--- src/rtl/pcs_pkg.sv ---
// Shared PCS definitions: block/header geometry, gearbox sequence length
// and the per-cycle operation classification used by the TX gearbox.
package pcs_pkg;

    localparam int PCS_BLK_W  = 66;
    localparam int PCS_HDR_W  = 2;
    localparam int PCS_PAY_W  = PCS_BLK_W - PCS_HDR_W;
    localparam int PCS_GB_SEQ = 33;
    localparam int PCS_K_W    = 6;

    localparam logic [PCS_HDR_W-1:0] PCS_HDR_DATA = 2'b01;
    localparam logic [PCS_HDR_W-1:0] PCS_HDR_CTRL = 2'b10;

    typedef logic [PCS_K_W-1:0] pcs_phase_t;

    // Phase at which the residual register holds a full word and must drain.
    localparam pcs_phase_t PCS_DRAIN_K = pcs_phase_t'(PCS_GB_SEQ - 1);

    typedef enum logic [1:0] {
        GB_HOLD,
        GB_IDLE,
        GB_ACCEPT,
        GB_DRAIN
    } pcs_gb_op_t;

    function automatic pcs_phase_t pcs_phase_inc(input pcs_phase_t k);
        return k + pcs_phase_t'(1);
    endfunction

endpackage

--- src/rtl/pcs_sat_counter.sv ---
// Saturating event counter with synchronous clear; holds at all-ones.
module pcs_sat_counter #(
    parameter int CNT_W = 8
) (
    input  logic             clk,
    input  logic             clr,
    input  logic             inc,
    output logic [CNT_W-1:0] count
);

    always_ff @(posedge clk) begin
        if (clr) begin
            count <= '0;
        end else if (inc && (count != {CNT_W{1'b1}})) begin
            count <= count + CNT_W'(1);
        end
    end

endmodule

--- src/rtl/pcs_tx_gearbox_66_64.sv ---
// TX 66b->64b gearbox: packs header+payload blocks into a 64-bit PMA stream,
// draining the residual every 33rd enabled cycle. Optional macro PCS_TXGB_ERRCNT_EN
// adds a saturating violation counter on err_cnt.
module pcs_tx_gearbox_66_64
    import pcs_pkg::*;
#(
    parameter int OUT_W = 64,
    parameter int CNT_W = 8
) (
    input  logic                 clk,
    input  logic                 reset_n,
    input  logic                 in_enable,
    input  logic                 in_pop,
    input  logic [PCS_HDR_W-1:0] in_header,
    input  logic [PCS_PAY_W-1:0] in_data,
    output logic                 in_ready,
    output logic [OUT_W-1:0]     out_data,
    output logic                 out_valid,
    output logic                 err,
    output logic [CNT_W-1:0]     err_cnt
);

    // A shifted block never reaches bit 2*OUT_W since k <= 31 whenever a block is accepted.
    localparam int CAT_W = 2 * OUT_W;

    generate
        if (OUT_W != 64) begin : g_out_w_check
            $error("pcs_tx_gearbox_66_64 supports only OUT_W = 64");
        end
    endgenerate

    pcs_phase_t           k;
    pcs_phase_t           k_next;
    logic [OUT_W-1:0]     res;
    logic [PCS_BLK_W-1:0] blk;
    logic [CAT_W-1:0]     cat;
    pcs_gb_op_t           op;
    logic                 violation;

    assign blk       = {in_data, in_header};
    assign cat       = ({{(CAT_W - PCS_BLK_W){1'b0}}, blk} << {k, 1'b0})
                     | {{(CAT_W - OUT_W){1'b0}}, res};
    assign violation = in_enable & in_pop & ~in_ready;

    always_comb begin
        op = GB_HOLD;
        if (in_enable) begin
            if (!in_ready) begin
                op = GB_DRAIN;
            end else if (in_pop) begin
                op = GB_ACCEPT;
            end else begin
                op = GB_IDLE;
            end
        end
    end

    always_comb begin
        k_next = k;
        unique case (op)
            GB_ACCEPT: k_next = pcs_phase_inc(k);
            GB_DRAIN:  k_next = '0;
            default:   k_next = k;
        endcase
    end

    always_ff @(posedge clk) begin
        if (!reset_n) begin
            k         <= '0;
            res       <= '0;
            in_ready  <= 1'b1;
            out_data  <= '0;
            out_valid <= 1'b0;
            err       <= 1'b0;
        end else begin
            k        <= k_next;
            // Registered look-ahead: the drain cycle is announced one cycle early.
            in_ready <= (k_next != PCS_DRAIN_K);
            if (violation) begin
                err <= 1'b1;
            end
            unique case (op)
                GB_ACCEPT: begin
                    out_data  <= cat[OUT_W-1:0];
                    res       <= cat[CAT_W-1:OUT_W];
                    out_valid <= 1'b1;
                end
                GB_DRAIN: begin
                    out_data  <= res;
                    res       <= '0;
                    out_valid <= 1'b1;
                end
                default: begin
                    out_valid <= 1'b0;
                end
            endcase
        end
    end

`ifdef PCS_TXGB_ERRCNT_EN
    pcs_sat_counter #(
        .CNT_W(CNT_W)
    ) u_err_cnt (
        .clk  (clk),
        .clr  (~reset_n),
        .inc  (violation),
        .count(err_cnt)
    );
`else
    assign err_cnt = '0;
`endif

endmodule

--- config.mk ---
export PLATFORM = sky130hd
export DESIGN_NAME = pcs_tx_gearbox_66_64
export DESIGN_NICKNAME = d
export VERILOG_FILES = /design/src/rtl/pcs_pkg.sv /design/src/rtl/pcs_sat_counter.sv /design/src/rtl/pcs_tx_gearbox_66_64.sv
export SDC_FILE = /design/constraint.sdc
export NUM_CORES = 1
export LEC_CHECK = 0
export ABC_AREA = 1
export CAP_MARGIN = 40
export CORE_ASPECT_RATIO = 0.75
export CORE_MARGIN = 2
export CORE_UTILIZATION = 45
export CTS_CLUSTER_DIAMETER = 120
export CTS_CLUSTER_SIZE = 24
export DETAILED_ROUTE_END_ITERATION = 10
export PLACE_DENSITY = 0.68
export SLEW_MARGIN = 0
export SYNTH_ARGS = -nofsm -noshare
export SYNTH_HDL_FRONTEND = slang
export SYNTH_HIERARCHICAL = 1
export SYNTH_SLANG_ARGS = --single-unit
--- constraint.sdc ---
create_clock -name clk -period 2.2 [get_ports clk]
set_input_delay 0.33 -clock clk [delete_from_list [all_inputs] [get_ports clk]]
set_output_delay 0.33 -clock clk [all_outputs]
set_load 0.05 [all_outputs]
==> flow_results.xml <==
<?xml version="1.0" encoding="UTF-8"?>
<metrics>
  <group name="synth">
    <metric name="ys_types" unit="">28</metric>
    <metric name="synthesis.instances" unit="">1730</metric>
    <metric name="most_area_consuming_cells_after_synthesis" unit="">dfxtp_1, nand3_1, nand2_1</metric>
    <metric name="post-synth-top-area-fraction" unit="">0.2761</metric>
    <metric name="postSynth.asyncResetShare" unit="">0</metric>
    <metric name="synth_edf_count" unit="">0</metric>
    <metric name="synth-seq-cells" unit="">137</metric>
    <metric name="synth.cell_area" unit="mm^2">0.009933</metric>
    <metric name="synth_warnings" unit="">6</metric>
    <metric name="seq_area_frac_synth" unit="">0.2761</metric>
    <metric name="yosysTopAreaCell" unit="">dfxtp_1</metric>
    <metric name="yosys_most_used_dff" unit="">dfxtp_1</metric>
    <metric name="syn_avg_cell_area" unit="um^2">5.742</metric>
  </group>
  <group name="global_route">
    <metric name="grt_start_max_net_pins" unit="">130</metric>
    <metric name="global_route.peak_usage_layer" unit="">met1</metric>
    <metric name="overall_fraction_of_global_route_tracks_in_use" unit="">0.4002</metric>
    <metric name="grt_overflow" unit="">0</metric>
    <metric name="number_of_global_route_vias_before_repair" unit="">11780</metric>
    <metric name="antenna_found_initial" unit="">2</metric>
    <metric name="gr-usage-met3" unit="">0.09109</metric>
    <metric name="grt_pass1_wl" unit="um">71190</metric>
    <metric name="globalRouteMet1Util" unit="">0.5841</metric>
    <metric name="grt_util_met2" unit="">0.5757</metric>
  </group>
  <group name="clock_tree">
    <metric name="clockBufferDepth" unit="">2</metric>
    <metric name="cts_htree_levels" unit="">4</metric>
    <metric name="cts_buffers" unit="">17</metric>
    <metric name="clock_sink_count" unit="">137</metric>
    <metric name="clk-insertion-delay-late" unit="ps">440</metric>
    <metric name="clk_pin_slew" unit="ps">70</metric>
    <metric name="clock_root_buffer_master" unit="">clkbuf_16</metric>
    <metric name="hold_buffers" unit="">0</metric>
    <metric name="cts_tree" unit="">yes</metric>
  </group>
  <group name="route">
    <metric name="antenna_violating_nets_post_route" unit="">0</metric>
    <metric name="dr.pass1.iters" unit="">9</metric>
    <metric name="detailedRoute.firstIterationViolations" unit="">2183</metric>
    <metric name="detailroute.via_count" unit="">13180</metric>
    <metric name="wire_per_inst" unit="um">21.48</metric>
    <metric name="post_drt_via_cell_ratio" unit="">6.046</metric>
    <metric name="totalWireLength" unit="um">46810</metric>
    <metric name="route.detailed.drc" unit="">0</metric>
  </group>
  <group name="timing">
    <metric name="whs" unit="ps">305.2</metric>
    <metric name="finalSetupViolCount" unit="">0</metric>
    <metric name="worst_slew_margin_rel" unit="">0.4429</metric>
    <metric name="timing_hold_violations_final" unit="">0</metric>
    <metric name="fin_crit_sh" unit="">0.9745</metric>
    <metric name="final_period_minus_worst_setup_slack" unit="ps">2144</metric>
    <metric name="finClkSkew" unit="ps">11.62</metric>
    <metric name="worst-slew-pin-transition" unit="ps">835.6</metric>
    <metric name="final-max-slew-violation-count" unit="">0</metric>
    <metric name="rsz_0062_raised_after_global_routing" unit="">yes</metric>
    <metric name="max_freq" unit="MHz">466.5</metric>
  </group>
  <group name="die">
    <metric name="initial_core_util" unit="">0.4541</metric>
    <metric name="io_pins" unit="">145</metric>
    <metric name="die-area" unit="mm^2">0.02329</metric>
    <metric name="num_rows" unit="">47</metric>
    <metric name="fp.coreArea" unit="mm^2">0.02188</metric>
    <metric name="die-width" unit="um">175.6</metric>
    <metric name="die_height" unit="um">132.7</metric>
  </group>
  <group name="setup_path">
    <metric name="cp.buffers_inverters" unit="">4</metric>
    <metric name="crit_chain" unit="">inv_4, buf_12, buf_4, nand2_1, nand3_1, nand3_1, nand3_1, nand2_2, o21ai_0, buf_4, o21ai_1, a21oi_1</metric>
    <metric name="cpMostUsedCell" unit="">nand3_1</metric>
    <metric name="rrSetupSlack" unit="ps">60</metric>
    <metric name="critPathArrivalTime" unit="ps">2430</metric>
    <metric name="crit_fanout" unit="">18</metric>
    <metric name="path_delay_family" unit="">simple AND/OR/NAND/NOR gates</metric>
    <metric name="worst_setup_path_end_kind" unit="">flop</metric>
    <metric name="timing.critical_path.required" unit="ps">2490</metric>
    <metric name="classification_of_the_worst_setup_path" unit="">flop to flop</metric>
    <metric name="cpMaxStageDelayCell" unit="">dfxtp_4</metric>
    <metric name="element_type_at_the_critical_path_start" unit="">flop</metric>
    <metric name="crit_path_max_incr_delay" unit="ps">390</metric>
  </group>
  <group name="pwr">
    <metric name="cellInternalPower" unit="W">0.004802</metric>
    <metric name="power_leakage" unit="nW">5.642</metric>
    <metric name="comb_power_share" unit="">0.281</metric>
    <metric name="part_of_the_total_power_dissipated_in_sequential_elements" unit="">0.338</metric>
    <metric name="share_clk_of_total_power" unit="">0.380</metric>
    <metric name="power_dissipated_by_switching_net_loads" unit="W">0.002958</metric>
    <metric name="ir_worst_vdd" unit="mV">0.4797</metric>
    <metric name="power_per_cell_area" unit="mW/mm^2">607.2</metric>
    <metric name="swShare" unit="">0.3812</metric>
  </group>
  <group name="final_layout">
    <metric name="nFillCells" unit="">2235</metric>
    <metric name="drive_above_1_share" unit="">0.1014</metric>
    <metric name="areaGrowthSynthToFinish" unit="%">28.66</metric>
    <metric name="area.sequential" unit="mm^2">0.002753</metric>
    <metric name="finalNetCount" unit="">1941</metric>
    <metric name="final_design_area_no_fill" unit="mm^2">0.01278</metric>
    <metric name="multi_input_area" unit="mm^2">0.006502</metric>
  </group>
  <group name="place">
    <metric name="dp.final_hpwl" unit="um">35270</metric>
    <metric name="place.port_buffers" unit="">136</metric>
    <metric name="placed_area" unit="mm^2">0.01208</metric>
    <metric name="place_congestion" unit="">1.027</metric>
  </group>
  <group name="flow_run">
    <metric name="maxCapViolCount" unit="">0</metric>
  </group>
  <group name="min_path">
    <metric name="hold_class" unit="">primary input to flop</metric>
  </group>
  <group name="run_status">
    <metric name="run_status" unit="">finished, final reports clean</metric>
  </group>
</metrics>
==> routing by layer <==
layer	wire length [um]	share of wire
met5	0	0
met4	1559	0.033
met3	5984	0.13
met2	19180	0.41
met1	20090	0.43
==> tightest hold or removal path: stages <==
cell,delay [ps]
buf_2,190
o21ai_0,110
a21oi_1,50
==> cells in the mapped netlist, types with 3 or more instances <==
| cell | number |
|---|---|
| a21oi_1 | 144 |
| buf_1 | 20 |
| buf_2 | 30 |
| buf_4 | 16 |
| buf_6 | 8 |
| clkbuf_1 | 74 |
| dfxtp_1 | 137 |
| inv_1 | 10 |
| inv_2 | 6 |
| nand2_1 | 545 |
| nand3_1 | 475 |
| nand4_1 | 23 |
| nor2_1 | 103 |
| nor3_1 | 13 |
| o211ai_1 | 9 |
| o21ai_0 | 92 |
| o21ai_1 | 11 |
| or2_1 | 3 |
==> sequential cells by signal (all words and copies together) (netlist names) <==
name,count
out_valid,1
err,1
k,6
out_data,64
res,64
in_ready,1
==> cell type report <==
| class | count | share of cell area |
|---|---|---|
| antenna | 2 | 0.0003916 |
| clock buffer | 17 | 0.03329 |
| clock inverter | 15 | 0.01410 |
| inverter | 19 | 0.006462 |
| multi-input combinational | 1433 | 0.5088 |
| sequential | 137 | 0.2154 |
| tap | 294 | 0.02878 |
| timing repair buffer | 262 | 0.1928 |
==> path summary, 6_finish.rpt <==
check	startpoint	to	cells past startpoint
max	k[0]	res[13]	12
min	reset_n	out_data[56]	3
max reg2reg	k[0]	res[13]	12
min reg2reg	res[3]	res[3]	2
==> cells in the final DEF (no fill, tap or decap), types with 7 or more instances in the layout <==
cell type / count
o211ai_1: 9
nand3_1: 470
inv_1: 10
o21ai_0: 88
o21ai_1: 13
dfxtp_1: 131
clkdlybuf4s50_1: 135
clkbuf_16: 17
nor2_1: 97
buf_12: 12
a21oi_1: 144
conb_1: 8
buf_4: 112
nor3_1: 13
nand2_1: 541
nand4_1: 23
inv_8: 7
==> power by group through the flow <==
stage               combinational, W  clock [W]  sequential, W
floorplan                   0.000936          0        0.00297
global placement             0.00210          0        0.00268
detailed placement           0.00210          0        0.00268
CTS                          0.00212    0.00295        0.00262
global route                 0.00233    0.00305        0.00263
finish                       0.00218    0.00295        0.00262
==> what timing repair did <==
action | CTS | global route
hold endpoints to repair | 0 | 0
endpoints found under the setup margin | 2 | 38
buffers inserted | 0 | 2
pin swaps | 0 | 2
gates resized for setup | 2 | 24
==> cell families after synthesis <==
logic type | Yosys count | share of synthesized area
compound gates | 259 | 0.1338
xor+xnor | 1 | 0.0008819
fa+ha+maj | 1 | 0.001259
buf+inv | 167 | 0.07923
flops | 137 | 0.2761
other cells | 1 | 0.0003775
simple gates | 1164 | 0.5084
==> through the flow <==
step | util | TNS [ps] | setup slack, ps | cells | total power, W
after floorplan | - | 0 | 377.3 | 1737 | 0.003904
after global placement | 0.5521 | -219.5 | -171.5 | 2143 | 0.004777
after detailed placement | 0.5521 | -286.9 | -126.1 | 2143 | 0.004781
after CTS | 0.5799 | 0 | 19.69 | 2175 | 0.007688
after global routing | 0.5840 | 0 | 1.657 | 2177 | 0.008017
final | 0.5842 | 0 | 56.20 | 2179 | 0.007760
Power figures use the tool's default switching activity.
